===== src/rtl/btn_debounce.sv =====
// ============================================================================
// btn_debounce
// ----------------------------------------------------------------------------
// Input-conditioning stage in front of pong_top. It debounces the four raw
// paddle pushbuttons (two per player) and the AI-mode slide switch, and
// produces clean levels plus one-cycle press ticks.
//
// Five independent channels (btn1[0], btn1[1], btn2[0], btn2[1], ai). Each
// channel has its own four-state FSM (ZERO, WAIT1, ONE, WAIT0) and its own
// CNT_W-bit down counter. A level change is accepted only after the new
// value has been sampled DB_TICKS+1 times in a row. Any opposite sample
// during a WAIT state aborts back to the previous stable state. The counter
// is reloaded on the next attempt; it never resumes a partial count.
//
// Configuration macro:
//   BTN_SYNC_EN  defined   : every raw input passes through a two-flop
//                            synchroniser (reset to 0) before its FSM. All
//                            latencies grow by 2 cycles.
//                undefined : raw inputs feed the FSMs directly. Use this only
//                            for inputs that are already synchronous, or in
//                            simulation.
//
// Parameters:
//   DB_TICKS  stable cycles required before a level change
//   CNT_W     counter width; 2**CNT_W must be greater than DB_TICKS
//
// Ports:
//   clk        in   1  system clock, shared with pong_top
//   reset      in   1  synchronous, active-high reset
//   btn1_raw   in   2  player-1 raw buttons {down,up}, active-high
//   btn2_raw   in   2  player-2 raw buttons {down,up}, active-high
//   ai_raw     in   1  raw AI-mode slide switch
//   btn1       out  2  debounced player-1 levels
//   btn2       out  2  debounced player-2 levels
//   btn1_tick  out  2  1-cycle pulse on each debounced 0->1 of a btn1 bit
//   btn2_tick  out  2  1-cycle pulse on each debounced 0->1 of a btn2 bit
//   any_tick   out  1  OR of the four press ticks, in the same cycle
//   ai_switch  out  1  debounced ai_raw level
//
// Each channel's FSM state is held in g_ch[i].state_q.
// Channel index: 0,1 = btn1[0],btn1[1]; 2,3 = btn2[0],btn2[1]; 4 = ai.
// ============================================================================
module btn_debounce #(
    parameter int DB_TICKS = 1_000_000,
    parameter int CNT_W    = 20
) (
    input  logic       clk,
    input  logic       reset,
    input  logic [1:0] btn1_raw,
    input  logic [1:0] btn2_raw,
    input  logic       ai_raw,
    output logic [1:0] btn1,
    output logic [1:0] btn2,
    output logic [1:0] btn1_tick,
    output logic [1:0] btn2_tick,
    output logic       any_tick,
    output logic       ai_switch
);

    localparam int N_CH  = 5;
    localparam int N_BTN = 4;

    // Value loaded into the counter when a WAIT state is entered. The WAIT
    // state then spends DB_TICKS further cycles (cnt = DB_TICKS-1 down to 0)
    // before it commits the change.
    localparam logic [CNT_W-1:0] RELOAD = CNT_W'(DB_TICKS - 1);

    typedef enum logic [1:0] {
        ZERO  = 2'd0,
        WAIT1 = 2'd1,
        ONE   = 2'd2,
        WAIT0 = 2'd3
    } state_t;

    logic [N_CH-1:0]  raw_all;
    logic [N_CH-1:0]  in_all;
    logic [N_CH-1:0]  level_all;
    logic [N_BTN-1:0] tick_all;

    assign raw_all = {ai_raw, btn2_raw, btn1_raw};

    // ------------------------------------------------------------------
    // Optional two-flop synchroniser in front of the FSMs
    // ------------------------------------------------------------------
`ifdef BTN_SYNC_EN
    logic [N_CH-1:0] sync1_q;
    logic [N_CH-1:0] sync2_q;

    always_ff @(posedge clk) begin
        if (reset) begin
            sync1_q <= '0;
            sync2_q <= '0;
        end else begin
            sync1_q <= raw_all;
            sync2_q <= sync1_q;
        end
    end

    assign in_all = sync2_q;
`else
    assign in_all = raw_all;
`endif

    // ------------------------------------------------------------------
    // Per-channel debounce FSM
    // ------------------------------------------------------------------
    for (genvar g = 0; g < N_CH; g++) begin : g_ch
        state_t           state_q;
        logic [CNT_W-1:0] cnt_q;
        logic             level_q;
        logic             in_s;

        assign in_s = in_all[g];

        // The level is registered together with the state. It goes high on
        // WAIT1->ONE and low on WAIT0->ZERO, so it is 1 exactly in ONE and
        // WAIT0.
        always_ff @(posedge clk) begin
            if (reset) begin
                state_q <= ZERO;
                cnt_q   <= '0;
                level_q <= 1'b0;
            end else begin
                unique case (state_q)
                    ZERO: begin
                        if (in_s) begin
                            state_q <= WAIT1;
                            cnt_q   <= RELOAD;
                        end
                    end
                    WAIT1: begin
                        if (!in_s) begin
                            // Bounce: give up and restart from scratch later.
                            state_q <= ZERO;
                        end else if (cnt_q == '0) begin
                            state_q <= ONE;
                            level_q <= 1'b1;
                        end else begin
                            cnt_q <= cnt_q - 1'b1;
                        end
                    end
                    ONE: begin
                        if (!in_s) begin
                            state_q <= WAIT0;
                            cnt_q   <= RELOAD;
                        end
                    end
                    WAIT0: begin
                        if (in_s) begin
                            state_q <= ONE;
                        end else if (cnt_q == '0) begin
                            state_q <= ZERO;
                            level_q <= 1'b0;
                        end else begin
                            cnt_q <= cnt_q - 1'b1;
                        end
                    end
                    default: begin
                        state_q <= ZERO;
                        cnt_q   <= '0;
                        level_q <= 1'b0;
                    end
                endcase
            end
        end

        assign level_all[g] = level_q;

        // Press tick for button channels only. It is raised on the same edge
        // that takes WAIT1->ONE, so it coincides with the first cycle of
        // level = 1. A held button stays in ONE and cannot tick again.
        if (g < N_BTN) begin : g_tick
            logic tick_q;

            always_ff @(posedge clk) begin
                if (reset) begin
                    tick_q <= 1'b0;
                end else begin
                    tick_q <= (state_q == WAIT1) && in_s && (cnt_q == '0);
                end
            end

            assign tick_all[g] = tick_q;
        end
    end

    // ------------------------------------------------------------------
    // Outputs
    // ------------------------------------------------------------------
    assign btn1      = level_all[1:0];
    assign btn2      = level_all[3:2];
    assign ai_switch = level_all[4];
    assign btn1_tick = tick_all[1:0];
    assign btn2_tick = tick_all[3:2];
    assign any_tick  = |tick_all;

endmodule


===== config.mk =====
export PLATFORM = sky130hd
export DESIGN_NAME = btn_debounce
export DESIGN_NICKNAME = d
export VERILOG_FILES = /design/src/rtl/btn_debounce.sv
export SDC_FILE = /design/constraint.sdc
export NUM_CORES = 1
export LEC_CHECK = 0
export ABC_AREA = 1
export CAP_MARGIN = 40
export CORE_MARGIN = 2
export CORE_UTILIZATION = 40
export DETAILED_ROUTE_END_ITERATION = 10
export DONT_BUFFER_PORTS = 1
export PLACE_DENSITY_LB_ADDON = 0.12
export SETUP_SLACK_MARGIN = 0.02
export SLEW_MARGIN = 15
export SYNTH_ARGS = -nofsm -noshare
export SYNTH_HDL_FRONTEND = slang
export SYNTH_SLANG_ARGS = --single-unit

===== constraint.sdc =====
create_clock -name clk -period 2.5 [get_ports clk]
set_input_delay 0.25 -clock clk [delete_from_list [all_inputs] [get_ports clk]]
set_output_delay 0.25 -clock clk [all_outputs]
set_load 0.02 [all_outputs]

# Word-level counts from Yosys, hierarchy flattened
# Index checks and enable logic that the tools add are counted.
# totals
reg_bits,119
latch_bits,0
mem_bits_rw,0
mem_bits_ro,0
inputBits,7
out_inout_bits,10
memories,0
# classes
add_sub_neg,5
n_mul,0
n_div,0
n_lt_le_gt_ge,0
n_eq_ne,55
shifts,0
n_mux,90
bitwise_logic,0
reduce_logical,39
# op_table
operator,count
2-to-1 mux 20 bit,25
one-hot mux 20 bit (4 select lines),5
logical NOT 20 bit,5
subtractor 20 x 1 -> 20 bit (second input constant),5
2-to-1 mux 2 bit,30
inequality test 2 bit (second input constant),29
one-hot mux 2 bit (4 select lines),5
AND reduction 4 bit,10
inequality test 3 bit (second input constant),9
AND reduction 5 bit,5
== test 2 bit (second input constant),10
2-to-1 mux 1 bit,20
== test 2 x 1 -> 1 bit (second input constant),5
logical NOT 2 bit,5
one-hot mux 1 bit (2 select lines),5
nonzero test 2 bit,5
logical AND 1 bit,8
OR reduction 4 bit,1
inequality test 3 x 2 -> 1 bit (second input constant),1
inequality test 2 x 1 -> 1 bit (second input constant),1

# Depth between registers and ports, before layout
# Gate-level depths: netlist of the first run.
# logic_depth
ltp_word,4
ltp_mapped,11

# Worst setup path after synthesis of the first run
# Ideal clock, no wire load.
# synth_timing
path_kind,flip-flop to flip-flop
start,register g_ch[3].cnt_q[0]
end,register g_ch[3].cnt_q[12]
t_arrival_ps,1531
t_required_ps,2431
slack_ps,900
path_stages_with_launch,11
path_buffers,1
period_less_slack_ps,1600
path_cell_list,dfxtp_1 clkinv_1 ha_1 nand3_1 nor2_1 nand3_4 nand2_4 inv_2 buf_4 nand4_1 a21oi_2
# synth_via
elab_chain_len,4
# synth_lines
element,line_no,rtl
"start, declared",109,logic [CNT_W-1:0] cnt_q;
"start signal, assigned",139,cnt_q <= cnt_q - 1'b1;
"start signal, assigned",155,cnt_q <= cnt_q - 1'b1;
subtractor 20 x 1 -> 20 bit or logical NOT 20 bit (tied branches),-,
2-to-1 mux 20 bit (*),"135, 151",
2-to-1 mux 20 bit (on tied branches),"149, 132",
one-hot mux 20 bit (4 select lines) (*),124,unique case (state_q)
# Every way passes the cells marked *; elsewhere a longest branch is shown, timed or not. The select of a mux whose other input is x is not followed.
# A chain may end at the register's enable or synchronous reset.

# Final worst setup path of the first run
# layout_timing
start,register g_ch[3].cnt_q[0]
end,register g_ch[3].cnt_q[4]
# Same word-level chain as after synthesis.

==> reports/results.ini, run 1 <==
[run]
maxCapViolCount = 0

[detailed_routing]
met2_wirelength_um = 8310
route.detailed.drc = 0
met1Wirelength_um = 9310
via_count = 7150
top_layer = met4
drt_wl_total_um = 18400
route.detailed.wl_per_inst_um = 12.8
drt.antenna.violating_nets = 0
post_drt_via_cell_ratio = 4.99
drtIter0Drc = 405
met3WireLength_um = 557
drt_first_pass_iters = 5

[die]
starting_density_of_the_core_pct = 41.1
number_of_cell_rows = 49
chipHeight_um = 140
floorplan.io_pins = 17
placeableCoreArea_um2 = 18100
die_area_um2 = 19700
floorplan.die.width_um = 140

[place]
detailedPlacementHpwl_um = 12800
place.port_buffers = 0
dpl_cell_area_um2 = 7490
gp_routability_congestion = 0.833

[yosys]
edff_count_synth = 0
yosysMostFrequentCell = sky130_fd_sc_hd__nand2_1
synthTopCellsByCount = 323 x sky130_fd_sc_hd__nand2_1, 261 x sky130_fd_sc_hd__nor2_1, 122 x sky130_fd_sc_hd__nand3_1, 119 x sky130_fd_sc_hd__dfxtp_1, 100 x sky130_fd_sc_hd__inv_1
netlist_top_cells_area = sky130_fd_sc_hd__dfxtp_1 32%, sky130_fd_sc_hd__nand2_1 16%, sky130_fd_sc_hd__nor2_1 13%
postSynthCellCount = 1208
main_combinational_cell_family_by_area_after_synthesis = simple AND/OR/NAND/NOR gates
post_synth.cell_area_avg_um2 = 6.16
synth_compound_area_share_pct = 8.45
synth.mux.area_fraction_pct = 0
synth_fp_nets = 1225
synth-seq-area-share_pct = 32.0
number_of_register_bits_inferred_by_synthesis = 119
synth.lib_cells_used.distinct = 41
synth_largest_area_cell = sky130_fd_sc_hd__dfxtp_1
yosysTopAreaCellShare_pct = 32.0
postSynth.asyncResetShare_pct = 0
synth-xor-area-share_pct = 1.87
ys_dominant_reg_cell = sky130_fd_sc_hd__dfxtp_1
yosys.area_share.simple_pct = 46.6
synth.cell_area_um2 = 7440
synth_adder_area_share_pct = 1.68
ys.warnings.count = 0

[power_and_ir_drop]
comb_power_share_pct = 19.1
power_switching_share_pct = 30.2
pwr-share-clk_pct = 45.3
power.ir.vdd_worst_mv = 0.494
reported_leakage_power_nw = 3.60
switching_pwr_mw = 1.81
power.density_cell_area_nw_per_um2 = 731
p_int_mw = 4.18
pwr-share-seq_pct = 35.6

[finish]
nets = 1210
n_antenna_cell = 0
fill_cell_count = 1959
share_of_cells_above_drive_strength_1_pct = 9.13
fin_area_um2 = 8190
layout-area-overhead-vs-synth_pct = 10.2
finalCoreUtilization_pct = 45.3

[cts]
cts_made_buffers = 17
postCtsHoldBufs = 4
htree_num_levels = 4
clock_sink_count = 119
ctsRootBufferMaster = sky130_fd_sc_hd__clkbuf_16
clock_path_buffers = 2
post-cts-setup-buffer-count = 0
source_to_sink_clock_delay_at_the_later_pin_of_the_worst_skew_pair_ns = 0.43
clock_tree_from_tritoncts = done
post_cts_clock_slew_at_the_launch_and_capture_registers_of_the_worst_setup_and_hold_paths_ns = 0.05
cts_resized = 0

[grt]
grt_pass1_vias = 6739
first_pass_grt_wire_length_um = 31800
track_usage_pct = 19.5
grt.overflow.total = 0
maximum_number_of_pins_on_one_net_before_global_route_repair = 100
grt_antenna_before_repair = 0

[timing]
tns_ns = 0
report.final.hold_viol_count = 0
skew_ns = 0.00935
period_needed_ns = 2.02
timing.fmax_mhz = 496
rsz0062_at_grt = false
timing.slew.headroom_pct = 63.6
slew_viol_final = 0
finalSetupViolCount = 0
post-route-period-util_pct = 80.7
worst-slew-pin-transition_ns = 0.546

[worst_setup_path]
crit_arrival_ns = 2.37
critical_path_required_ns = 2.85
crit_type = reg -> reg
path_max_fanout = 20
crit_path_end_kind = flop
worst_setup_path_start_kind = flop

[status]
status = complete, no violations

[worst_hold_path]
holdCritPathClass = in -> reg

==> logic make-up after synthesis <==
| logic type | after synthesis |
|---|---|
| AND/OR/NAND/NOR | 803 |
| AO/OA/AOI/OAI | 108 |
| XOR/XNOR | 15 |
| adder cells (fa/ha/maj) | 10 |
| buffers and inverters | 153 |
| flip-flops | 119 |
==> per-layer routing <==
| metal | GRT usage, % | vias up |
|---|---|---|
| li1 | - | 3813 |
| met5 | 0 | - |
| met2 | 32.4 | 65 |
| met4 | 5.37 | 0 |
| met1 | 25.5 | 3253 |
| met3 | 4.24 | 19 |
==> per-stage QoR <==
step                cells  hold slack, ns  worst slack [ns]  power (mW)
CTS                  1434        0.000651             0.479        6.04
global placement     1399           0.319             0.577        3.27
global route         1434          0.0106             0.251        6.33
floorplan            1208           0.393             0.900        3.08
detailed placement   1399           0.320             0.508        3.28
finish               1434         0.00868             0.483        5.99
==> cells in the final DEF (no fill, tap or decap), types with 3 or more instances in the layout <==
| cell type | netlist | routed |
|---|---|---|
| sky130_fd_sc_hd__a21oi_2 | 16 | 16 |
| sky130_fd_sc_hd__bufinv_16 | 0 | 5 |
| sky130_fd_sc_hd__inv_1 | 100 | 100 |
| sky130_fd_sc_hd__buf_4 | 13 | 9 |
| sky130_fd_sc_hd__dfxtp_1 | 119 | 119 |
| sky130_fd_sc_hd__clkinvlp_4 | 0 | 3 |
| sky130_fd_sc_hd__nand3b_1 | 10 | 10 |
| sky130_fd_sc_hd__nand2_2 | 11 | 11 |
| sky130_fd_sc_hd__nand2_1 | 323 | 323 |
| sky130_fd_sc_hd__a211oi_1 | 6 | 6 |
| sky130_fd_sc_hd__o21ai_1 | 5 | 5 |
| sky130_fd_sc_hd__nand3_2 | 4 | 4 |
| sky130_fd_sc_hd__clkbuf_16 | 0 | 17 |
| sky130_fd_sc_hd__nand3_1 | 122 | 122 |
| sky130_fd_sc_hd__xnor2_1 | 5 | 5 |
| sky130_fd_sc_hd__inv_2 | 5 | 5 |
| sky130_fd_sc_hd__nor2_1 | 261 | 261 |
| sky130_fd_sc_hd__ha_1 | 10 | 10 |
| sky130_fd_sc_hd__nor2_2 | 9 | 9 |
| sky130_fd_sc_hd__nor3_1 | 13 | 13 |
| sky130_fd_sc_hd__xor2_1 | 9 | 9 |
| sky130_fd_sc_hd__a21oi_1 | 63 | 63 |
| sky130_fd_sc_hd__nor2_4 | 3 | 3 |
| sky130_fd_sc_hd__or2_2 | 18 | 18 |
| sky130_fd_sc_hd__nand4_1 | 23 | 23 |
| sky130_fd_sc_hd__dlygate4sd3_1 | 0 | 3 |
| sky130_fd_sc_hd__o21ai_0 | 13 | 13 |
==> final cells by class <==
cell class              count  area, um2  share of cell area (%)
well taps                 229        287                    3.50
inverters                 106        398                    4.86
repair buffers             13        125                    1.53
clock buffers              19        443                    5.41
flip-flops and latches    119       2380                    29.1
clock inverters            12        200                    2.44
multi-input cells         936       4360                    53.2
==> power groups by stage <==
| stage | Sequential (mW) | Clock, mW | Combinational [mW] |
|---|---|---|---|
| after floorplan | 2.13 | 0 | 0.947 |
| after global placement | 2.17 | 0 | 1.10 |
| after detailed placement | 2.17 | 0 | 1.11 |
| after CTS | 2.13 | 2.76 | 1.15 |
| after global routing | 2.15 | 2.85 | 1.33 |
| final | 2.13 | 2.71 | 1.15 |
==> final timing paths <==
check / from / end / slack, ns / cells after the start
setup / recovery: g_ch[3].cnt_q[0]$_SDFFE_PP0P_ / g_ch[3].cnt_q[4]$_SDFFE_PP0P_ / 0.48 / 9
hold / removal: btn2_raw[0] / flop / 0.009 / 2
setup reg to reg: g_ch[3].cnt_q[0]$_SDFFE_PP0P_ / g_ch[3].cnt_q[4]$_SDFFE_PP0P_ / 0.48 / 9
hold reg to reg: g_ch[4].cnt_q[19]$_SDFFE_PP0P_ / g_ch[4].cnt_q[19]$_SDFFE_PP0P_ / 0.48 / 2
==> critical path: stages (launching register included) <==
cell,delay [ns]
sky130_fd_sc_hd__dfxtp_1,0.35
sky130_fd_sc_hd__clkinv_1,0.24
sky130_fd_sc_hd__ha_1,0.28
sky130_fd_sc_hd__nand3_1,0.08
sky130_fd_sc_hd__nor2_1,0.07
sky130_fd_sc_hd__nand3_4,0.13
sky130_fd_sc_hd__nand2_4,0.18
sky130_fd_sc_hd__inv_2,0.31
sky130_fd_sc_hd__o21ai_0,0.16
sky130_fd_sc_hd__a21oi_1,0.13
==> sequential cells by signal (all words and copies together) (netlist names), named ones only <==
name,flops
g_ch.g_tick.tick_q,4
ai_switch,1
g_ch.state_q,5
g_ch.level_q,4
g_ch.cnt_q,100
Power figures use the tool's default switching activity.
==> run 2: changes to the inputs <==
Clock period 2.5 ns to 1.7 ns, I/O delays scaled along.
==> run 2 against run 1 <==
Net effect:
- clock skew fell by 0.0025 ns
- sequential share of layout area fell by 0.81 points
- utilization rose by 1.3 points
- setup slack got worse by 0.41 ns
- the flow now finishes with violations (hold timing)
- clock power rose by 43%
- routed wire length rose by 1.4%
==> reports/results.ini, run 2 (synthesis results as in run 1) <==
[status]
status = finished with violations
failed_checks = hold timing

[finish]
finalNonFillerCells = 1458
mostFrequentLayoutCell = sky130_fd_sc_hd__nand2_1
regMostFlops = g_ch.cnt_q
final_cell_mix = 316 x sky130_fd_sc_hd__nand2_1, 243 x sky130_fd_sc_hd__nor2_1, 122 x sky130_fd_sc_hd__nand3_1
largest_regs = g_ch.cnt_q (100), g_ch.state_q (5)
share_of_cells_above_drive_strength_1_pct = 13.7
layout-area-overhead-vs-synth_pct = 13.4
nets = 1233
largest_register_ffs = 100
fin_area_um2 = 8430
n_antenna_cell = 0
finalCoreUtilization_pct = 46.6

[die]
floorplan.io_pins = 17
starting_density_of_the_core_pct = 41.1
die_area_um2 = 19700
placeableCoreArea_um2 = 18100
floorplan.die.width_um = 140
chipHeight_um = 140
number_of_cell_rows = 49

[cts]
htree_num_levels = 4
post_cts_clock_slew_at_the_launch_and_capture_registers_of_the_worst_setup_and_hold_paths_ns = 0.06
clock_sink_count = 119
clock_tree_from_tritoncts = done
ctsRootBufferMaster = sky130_fd_sc_hd__clkbuf_16
cts_made_buffers = 17
source_to_sink_clock_delay_at_the_later_pin_of_the_worst_skew_pair_ns = 0.42
clock_path_buffers = 2

[place]
place.port_buffers = 0
gp_routability_congestion = 0.897
detailedPlacementHpwl_um = 13200
place_inst = 1426
dpl_cell_area_um2 = 7690
dpl_worst_slack_ns = 0.0663

[worst_setup_path]
critical_path_required_ns = 1.53
rr_worst_depth = 9
crit_arrival_ns = 1.46
timing.critical_path.max_delay_family = simple AND/OR/NAND/NOR gates
critical_path.n_buffers_inverters = 0
crit_chain = or4_1
path_max_fanout = 2
crit_path_top_delay_cell = sky130_fd_sc_hd__or4_1
crit_path_end_kind = output pin
crit_type = reg -> out
worst_setup_path_start_kind = flop
worstSetupPathDepth = 1
max_stage_delay_ns = 0.63

[detailed_routing]
route.detailed.wl_per_inst_um = 12.8
post_drt_via_cell_ratio = 4.92
drt_wl_total_um = 18600
drtIter0Drc = 413
route.detailed.drc = 0
drt.antenna.violating_nets = 0
drt_first_pass_iters = 5
via_count = 7174

[timing]
period_needed_ns = 1.63
hold_slack_ns = -0.197
post-route-period-util_pct = 95.7
worst-slew-pin-transition_ns = 0.388
slew_viol_final = 0
timing.slew.headroom_pct = 74.1
final_critical_path_setup_slack_ns = 0.0725
report.final.hold_viol_count = 99
rsz0062_at_grt = false
skew_ns = 0.00680
timing.fmax_mhz = 614
tns_ns = 0
finalSetupViolCount = 0

[power_and_ir_drop]
power.density_cell_area_nw_per_um2 = 1040
reported_leakage_power_nw = 3.71
power.ir.vdd_worst_mv = 0.655
p_total_mw = 8.77

[grt]
grt_antenna_before_repair = 0
met3_usage_pct = 4.65
first_pass_grt_wire_length_um = 32500
grt.overflow.total = 0
grt.busiest_layer = met2
grt_pass1_vias = 6846
track_usage_pct = 19.9
grt_util_met2_pct = 33.1
global_route.usage.met1_pct = 25.9
maximum_number_of_pins_on_one_net_before_global_route_repair = 102

[worst_hold_path]
min_delay_path_depth = 1
holdCritPathClass = in -> reg

[run]
maxCapViolCount = 0

-- run 2: worst paths after layout --
kind | start | end | slack, ns
setup / recovery | g_ch[3].g_tick.tick_q$_SDFF_PP0_ | any_tick | 0.07
hold / removal | reset | g_ch[3].cnt_q[9]$_SDFFE_PP0P_ | -0.20
setup reg to reg | g_ch[4].cnt_q[6]$_SDFFE_PP0P_ | g_ch[4].cnt_q[12]$_SDFFE_PP0P_ | 0.13
hold reg to reg | g_ch[0].cnt_q[0]$_SDFFE_PP0P_ | g_ch[0].cnt_q[0]$_SDFFE_PP0P_ | 0.48
-- run 2: report_power, final --
| group | internal, mW | switching (mW) |
|---|---|---|
| Sequential | 2.95 | 0.183 |
| Clock | 2.46 | 1.41 |
| Combinational | 0.634 | 1.13 |
-- run 2: layout make-up --
class / count / area, um2
multi-input combinational: 936 / 4450
fill: 1912 / 9650
sequential: 119 / 2380
clock inverter: 15 / 199
clock buffer: 17 / 425
inverter: 106 / 410
timing repair buffer: 36 / 282
tap: 229 / 287
-- run 2: repair_timing --
item / 4_1_cts / 5_1_grt
resized for setup: 0 / 46
setup buffers: 0 / 0
setup endpoints to repair: 0 / 72
hold endpoints to repair: 102 / 102
-- run 2: routing by layer --
metal | vias up | wire length [um]
li1 | 3856 | -
met1 | 3215 | 9300
met5 | - | 0
met4 | 0 | 170
met2 | 86 | 8510
met3 | 17 | 651
